### src/rtl/mem_seq_master.sv
// Host command sequencer for the 16-byte DFF memory bus, with registered bus outputs.
// Define MEM_BIST_EN to build in the two-pass march test engine.
module mem_seq_master #(
    parameter int                ADDR_W = 4,
    parameter int                DATA_W = 8,
    parameter int                DEPTH  = 16,
    parameter logic [DATA_W-1:0] SEED   = 8'hA5
) (
    input  logic              clk,
    input  logic              rst,
    input  logic              cmd_valid,
    output logic              cmd_ready,
    input  logic              cmd_write,
    input  logic [ADDR_W-1:0] cmd_addr,
    input  logic [DATA_W-1:0] cmd_wdata,
    output logic              rsp_valid,
    output logic [DATA_W-1:0] rsp_rdata,
    output logic [ADDR_W-1:0] mem_addr,
    output logic              mem_ce_n,
    output logic              mem_lr_n,
    output logic [DATA_W-1:0] mem_wdata,
    input  logic [DATA_W-1:0] mem_rdata,
    input  logic              bist_start,
    output logic              bist_busy,
    output logic              bist_done,
    output logic              bist_pass,
    output logic [ADDR_W-1:0] bist_fail_addr
);

`ifdef MEM_BIST_EN
    typedef enum logic [2:0] {IDLE, WR, RD, RDW, B_WR, B_RD, B_RDW, B_DONE} state_t;
`else
    typedef enum logic [1:0] {IDLE, WR, RD, RDW} state_t;
`endif

    state_t            state, state_nx;
    logic [ADDR_W-1:0] addr_nx;
    logic              ce_n_nx;
    logic              lr_n_nx;
    logic [DATA_W-1:0] wdata_nx;
    logic              rsp_nx;

`ifdef MEM_BIST_EN
    localparam logic [ADDR_W-1:0] LAST = ADDR_W'(DEPTH - 1);

    logic [ADDR_W-1:0] bcnt, bcnt_nx;
    logic              phase, phase_nx;
    logic              pass_nx;
    logic [ADDR_W-1:0] fail_nx;

    // Pass 0 writes SEED^a, pass 1 writes its complement.
    function automatic logic [DATA_W-1:0] pattern(input logic ph, input logic [ADDR_W-1:0] a);
        logic [DATA_W-1:0] d;
        d = SEED ^ DATA_W'(a);
        return ph ? ~d : d;
    endfunction

    assign cmd_ready = (state == IDLE) && !bist_start;
    assign bist_busy = (state == B_WR) || (state == B_RD) || (state == B_RDW);
    assign bist_done = (state == B_DONE);
`else
    logic unused_bist;

    assign cmd_ready      = (state == IDLE);
    assign bist_busy      = 1'b0;
    assign bist_done      = 1'b0;
    assign bist_pass      = 1'b0;
    assign bist_fail_addr = '0;
    assign unused_bist    = ^{bist_start, SEED, 1'(DEPTH)};
`endif

    always_comb begin
        // NOTE: every output of this block gets a default first, so no path can infer a latch.
        state_nx = state;
        addr_nx  = '0;
        ce_n_nx  = 1'b1;
        lr_n_nx  = 1'b1;
        wdata_nx = '0;
        rsp_nx   = 1'b0;
`ifdef MEM_BIST_EN
        bcnt_nx  = bcnt;
        phase_nx = phase;
        pass_nx  = bist_pass;
        fail_nx  = bist_fail_addr;
`endif
        case (state)
            IDLE: begin
`ifdef MEM_BIST_EN
                if (bist_start) begin
                    state_nx = B_WR;
                    lr_n_nx  = 1'b0;
                    wdata_nx = pattern(1'b0, '0);
                    bcnt_nx  = '0;
                    phase_nx = 1'b0;
                    pass_nx  = 1'b0;
                    fail_nx  = '0;
                end else
`endif
                if (cmd_valid) begin
                    addr_nx = cmd_addr;
                    if (cmd_write) begin
                        state_nx = WR;
                        lr_n_nx  = 1'b0;
                        wdata_nx = cmd_wdata;
                    end else begin
                        state_nx = RD;
                        ce_n_nx  = 1'b0;
                    end
                end
            end
            WR:  state_nx = IDLE;
            RD:  state_nx = RDW;
            RDW: begin
                state_nx = IDLE;
                rsp_nx   = 1'b1;
            end
`ifdef MEM_BIST_EN
            B_WR: begin
                if (bcnt == LAST) begin
                    state_nx = B_RD;
                    ce_n_nx  = 1'b0;
                    bcnt_nx  = '0;
                end else begin
                    bcnt_nx  = bcnt + 1'b1;
                    lr_n_nx  = 1'b0;
                    addr_nx  = bcnt_nx;
                    wdata_nx = pattern(phase, bcnt_nx);
                end
            end
            B_RD: state_nx = B_RDW;
            B_RDW: begin
                // mem_rdata holds the word read at the previous edge.
                if (mem_rdata != pattern(phase, bcnt)) begin
                    state_nx = B_DONE;
                    fail_nx  = bcnt;
                    pass_nx  = 1'b0;
                end else if (bcnt == LAST) begin
                    if (!phase) begin
                        state_nx = B_WR;
                        phase_nx = 1'b1;
                        bcnt_nx  = '0;
                        lr_n_nx  = 1'b0;
                        wdata_nx = pattern(1'b1, '0);
                    end else begin
                        state_nx = B_DONE;
                        pass_nx  = 1'b1;
                    end
                end else begin
                    state_nx = B_RD;
                    bcnt_nx  = bcnt + 1'b1;
                    ce_n_nx  = 1'b0;
                    addr_nx  = bcnt_nx;
                end
            end
            B_DONE: state_nx = IDLE;
`endif
            default: state_nx = IDLE;
        endcase
    end

    // NOTE: state is updated with non-blocking assignments so every register samples pre-edge values.
    always_ff @(posedge clk) begin
        if (rst) begin
            state          <= IDLE;
            mem_addr       <= '0;
            mem_ce_n       <= 1'b1;
            mem_lr_n       <= 1'b1;
            mem_wdata      <= '0;
            rsp_valid      <= 1'b0;
            rsp_rdata      <= '0;
`ifdef MEM_BIST_EN
            bcnt           <= '0;
            phase          <= 1'b0;
            bist_pass      <= 1'b0;
            bist_fail_addr <= '0;
`endif
        end else begin
            state     <= state_nx;
            mem_addr  <= addr_nx;
            mem_ce_n  <= ce_n_nx;
            mem_lr_n  <= lr_n_nx;
            mem_wdata <= wdata_nx;
            rsp_valid <= rsp_nx;
            if (rsp_nx)
                rsp_rdata <= mem_rdata;
`ifdef MEM_BIST_EN
            bcnt           <= bcnt_nx;
            phase          <= phase_nx;
            bist_pass      <= pass_nx;
            bist_fail_addr <= fail_nx;
`endif
        end
    end

endmodule

### config.mk
export PLATFORM = sky130hd
export DESIGN_NAME = mem_seq_master
export DESIGN_NICKNAME = d
export VERILOG_FILES = /design/src/rtl/mem_seq_master.sv
export SDC_FILE = /design/constraint.sdc
export NUM_CORES = 1
export LEC_CHECK = 0
export BUFFER_PORTS_ARGS = -buffer_cell sky130_fd_sc_hd__buf_4
export CAP_MARGIN = 20
export CORE_MARGIN = 8
export CORE_UTILIZATION = 38
export DETAILED_ROUTE_END_ITERATION = 16
export PLACE_DENSITY_LB_ADDON = 0.25
export SYNTH_ARGS = -nofsm -noshare
export SYNTH_HDL_FRONTEND = slang
export SYNTH_SLANG_ARGS = --single-unit
export TNS_END_PERCENT = 20
### constraint.sdc
create_clock -name clk -period 1 [get_ports clk]
set_input_delay 0.1 -clock clk [delete_from_list [all_inputs] [get_ports clk]]
set_output_delay 0.1 -clock clk [all_outputs]
set_load 0.02 [all_outputs]
Yosys cells after proc, flatten, opt, wreduce, memory -nomap -nowiden:

Index checks and enable logic that the tools add are counted.

* output and inout bits: 31
* register bits after elaboration: 25

* mux-type cells: 6
* reductions and logical operators: 4
* bitwise gates (word level): 3
* equality and inequality tests: 4

Operators with widths (count)
* one-hot mux 2 bit (3 select lines): 1
* equality test 2 bit, second input constant: 2
* 2-to-1 mux 2 bit: 2
* OR reduction 4 bit: 1
* 2-to-1 mux 1 bit: 3
* inverter 1 bit: 3
* OR reduction 3 bit: 1
* equality test 2 x 1 -> 1 bit, second input constant: 1
* logical NOT 2 bit: 1
* != test 2 bit, second input constant: 1
* OR reduction 2 bit: 1

Logic depth before layout (Yosys ltp):

* depth in word-level cells: 3
* gate-level depth with buffers: 4
* depth with buffers taken out: 2

Worst setup path after synthesis:

No wires, ideal clock.

* path kind: flip-flop to output port
* start point: register state[0]
* end point: output port cmd_ready
* setup slack: -5 ps
* arrival time: 905 ps
* buffers on the path: 2
* data required time: 900 ps
* cell stages (with the launch flop): 4
* path through: dfxtp_1 -> buf_6 -> buf_12 -> nor2_1

* cells in the longest elaborated chain, start to end: 1

Ends and longest elaborated chain
* start, declared: line 36 `state_t state, state_nx;`
* start signal, assigned: line 178 `state <= state_nx;`
* logical NOT 2 bit: line 64 `assign cmd_ready = (state == IDLE);`
* end, declared: line 12 `output logic cmd_ready,`

No other way between the ends.

Worst setup path after layout:

* start point: register state[1]
* end point: output port cmd_ready

The elaborated chain is that of the path after synthesis.

==> summary.txt <==
CTS
  • Clock-pin transition on the worst setup and hold timing paths: 0.13 ns
  • Num CTS Buffers: 3
  • Skew-Pair Late Insertion Delay: 0.31 ns
  • CTS max path bufs: 2
  • CTS tree: built
  • H-tree levels: 1
  • CTS sink count: 25
  • CTS Root Cell: clkbuf_4

Route
  • Final ANT Viol Nets: 0
  • Post-DR wirelength/cell: 14.5 um
  • Drt initial violations: 8
  • Number of remaining DRC errors: 0
  • Routed vias/inst: 4.59
  • 1st-pass router iterations: 4
  • Final WL: 2690 um
  • Vias: 854

Outcome
  • Violated checks: setup timing
  • Status: complete, but fails checks

Critical path
  • CP Max Fanout: 2
  • Crit path arrival time: 1.02 ns
  • CP required: 0.90 ns
  • R2r worst-path depth: 3
  • Crit. End Element: output port
  • Worst Setup Path Type: register to output port
  • Crit path launch type: register

Logic synthesis
  • Top area cells in the synthesized netlist: dfxtp_1 49%, a21bo_2 7.9%, nand3_2 7.9%
  • Post-synthesis simple-gate area fraction: 21.8%
  • Synth unique cells: 19
  • FF+latch count, synth: 25
  • Mux cell area share after synthesis: 0%
  • Post-synth top area cell: dfxtp_1
  • Fraction of the yosys area taken by sequential cells: 49.3%
  • Post-synthesis xor/xnor area fraction: 0%
  • Syn avg cell area: 11.7 um2
  • Post-Syn Area: 1010 um2
  • Compound-Gate Fraction of Synth Area: 16.3%
  • Post-synthesis adder-cell area fraction: 0%
  • Syn Inst Count: 87
  • Synth warn: 0
  • Largest family of logic cells by synthesized area: simple AND/OR/NAND/NOR gates
  • Synth top area share: 49.3%

Power and ir drop
  • Combinational power share: 22.4%
  • Net switching fraction of the power: 26.4%
  • Clock power frac: 22.9%
  • Reg power frac: 54.7%
  • Pwr/cell area: 1170 nW/um2
  • Int Pwr: 1400 uW
  • Final Power: 1900 uW
  • Static leakage power: 0.000742 uW
  • Worst VDD drop: 0.00102 V
  • P_sw: 501 uW

Placed design
  • Post-DP HPWL: 1840 um
  • Routability Congestion: 0.675
  • Post-Place Cells: 162
  • Port buffer count: 47

Floorplan
  • Core Footprint: 2500 um2
  • Starting Density: 40.6%
  • Die H: 67.7 um
  • Die ar.: 4580 um2
  • Row Count: 18
  • Top Ports: 56
  • Die width: 67.7 um

Cells and area
  • Commonest cells after routing, fill and taps aside: 50 x buf_4, 23 x dfxtp_1, 14 x dlygate4sd3_1
  • Most common cell after layout, fill and taps aside: buf_4
  • Finished Layout Cells: 186
  • Multi-input logic area: 445 um2
  • FF+latch area: 508 um2
  • ANT cells: 0
  • Final design utilization: 65.0%
  • Area Overhead vs Synth: 60.2%
  • Fill count: 202
  • Final net count: 182
  • Share of cells above drive strength 1: 58.3%

GRT
  • Largest net degree at the start of global routing: 15
  • GR Overflow Total: 0
  • Initial antenna violation count: 0
  • Total GRT Usage: 11.6%
  • Vias in the first global route: 918
  • Global-route wire length before repair: 4110 um

Timing
  • Fin. Hold Viols: 0
  • # setup viols final: 18
  • Final WS setup: -0.116 ns
  • Slew Limit Fails: 0
  • Tmin final: 1.12 ns
  • Max Fclk: 896 MHz
  • RSZ-0062 raised after global routing: true
  • Final Skew: 0.00127 ns
  • Final Cycle Share: 112%

Hold path
  • Min-delay worst type: input port to register
  • Hold Path Stages: 2

Flow run
  • Total of max-cap violations: 0
==> power groups by stage <==
stage | Sequential (uW) | Clock (uW) | Combinational, uW
6_report | 1040 | 435 | 424
5_1_grt | 1040 | 499 | 454
4_1_cts | 1040 | 456 | 389
3_5_place_dp | 1070 | 0 | 305
3_3_place_gp | 1060 | 0 | 298
2_1_floorplan | 1090 | 0 | 173
==> cells in the mapped netlist <==
cell type   n
dfxtp_1    25
a21bo_2     8
a21oi_2     8
and3_1      8
nand3_2     8
buf_4       7
and2_1      4
buf_6       3
nand2_1     3
nor2_1      3
o21a_1      2
and2_0      1
buf_12      1
clkbuf_1    1
clkbuf_8    1
conb_1      1
nor2b_1     1
nor3_4      1
nor4b_2     1
==> worst max-delay path, cell delays in order, from the launching register on <==
cell     delay, ns
dfxtp_4       0.38
buf_8         0.12
nor2_4        0.09
buf_6         0.12
==> final timing paths <==
check | startpoint | end | slack (ns)
min | cmd_wdata[1] | mem_wdata[1] | 0.02
min reg2reg | rsp_rdata[5] | rsp_rdata[5] | 0.59
max | state[1] | cmd_ready | -0.12
max reg2reg | state[0] | mem_addr[3] | -0.06
==> layer usage <==
layer / part of all wire, % / global-route usage [%] / wire [um] / vias to the layer above
met5: 0 / 0 / 0 / -
met4: 1.9 / 3.92 / 51 / 0
met3: 11 / 5.79 / 293 / 7
met2: 49 / 20.2 / 1320 / 38
met1: 38 / 11.9 / 1030 / 389
li1: - / - / - / 420
==> area by class of cell <==
type | count | area share, %
Multi-Input combinational cell | 56 | 27.4
Sequential cell | 25 | 31.3
Tap cell | 30 | 2.31
Timing Repair Buffer | 71 | 37.3
Clock inverter | 1 | 0.308
Clock buffer | 3 | 1.39
==> state kept, by name (all words and copies together) (netlist names) <==
signal and cells:
state 2, mem_lr_n 1, mem_wdata 8, rsp_rdata 8, rsp_valid 1, mem_addr 4, mem_ce_n 1
==> through the flow <==
stage / TNS, ns / area (um2) / worst slack (ns) / hold slack, ns
after floorplan: 0 / 1040 / 0.0806 / 0.202
after global placement: -0.0218 / 1340 / -0.00670 / 0.303
after detailed placement: -0.120 / 1340 / -0.0251 / 0.307
after CTS: -1.62 / 1540 / -0.125 / 0.00692
after global routing: -1.76 / 1630 / -0.179 / 0.00265
final: -0.727 / 1630 / -0.116 / 0.0157
==> logic make-up after synthesis <==
logic type      Yosys count
compound gates           18
buf+inv                  13
flops                    25
other cells               1
simple gates             30
==> repair_timing <==
action | CTS | global route
gates cloned | 0 | 1
gates resized for setup | 14 | 3
hold buffers | 8 | 6
endpoints found under the hold margin | 6 | 6
pin swaps | 8 | 9
setup buffers | 5 | 0
endpoints found under the setup margin | 15 | 23
Power figures use the tool's default switching activity.
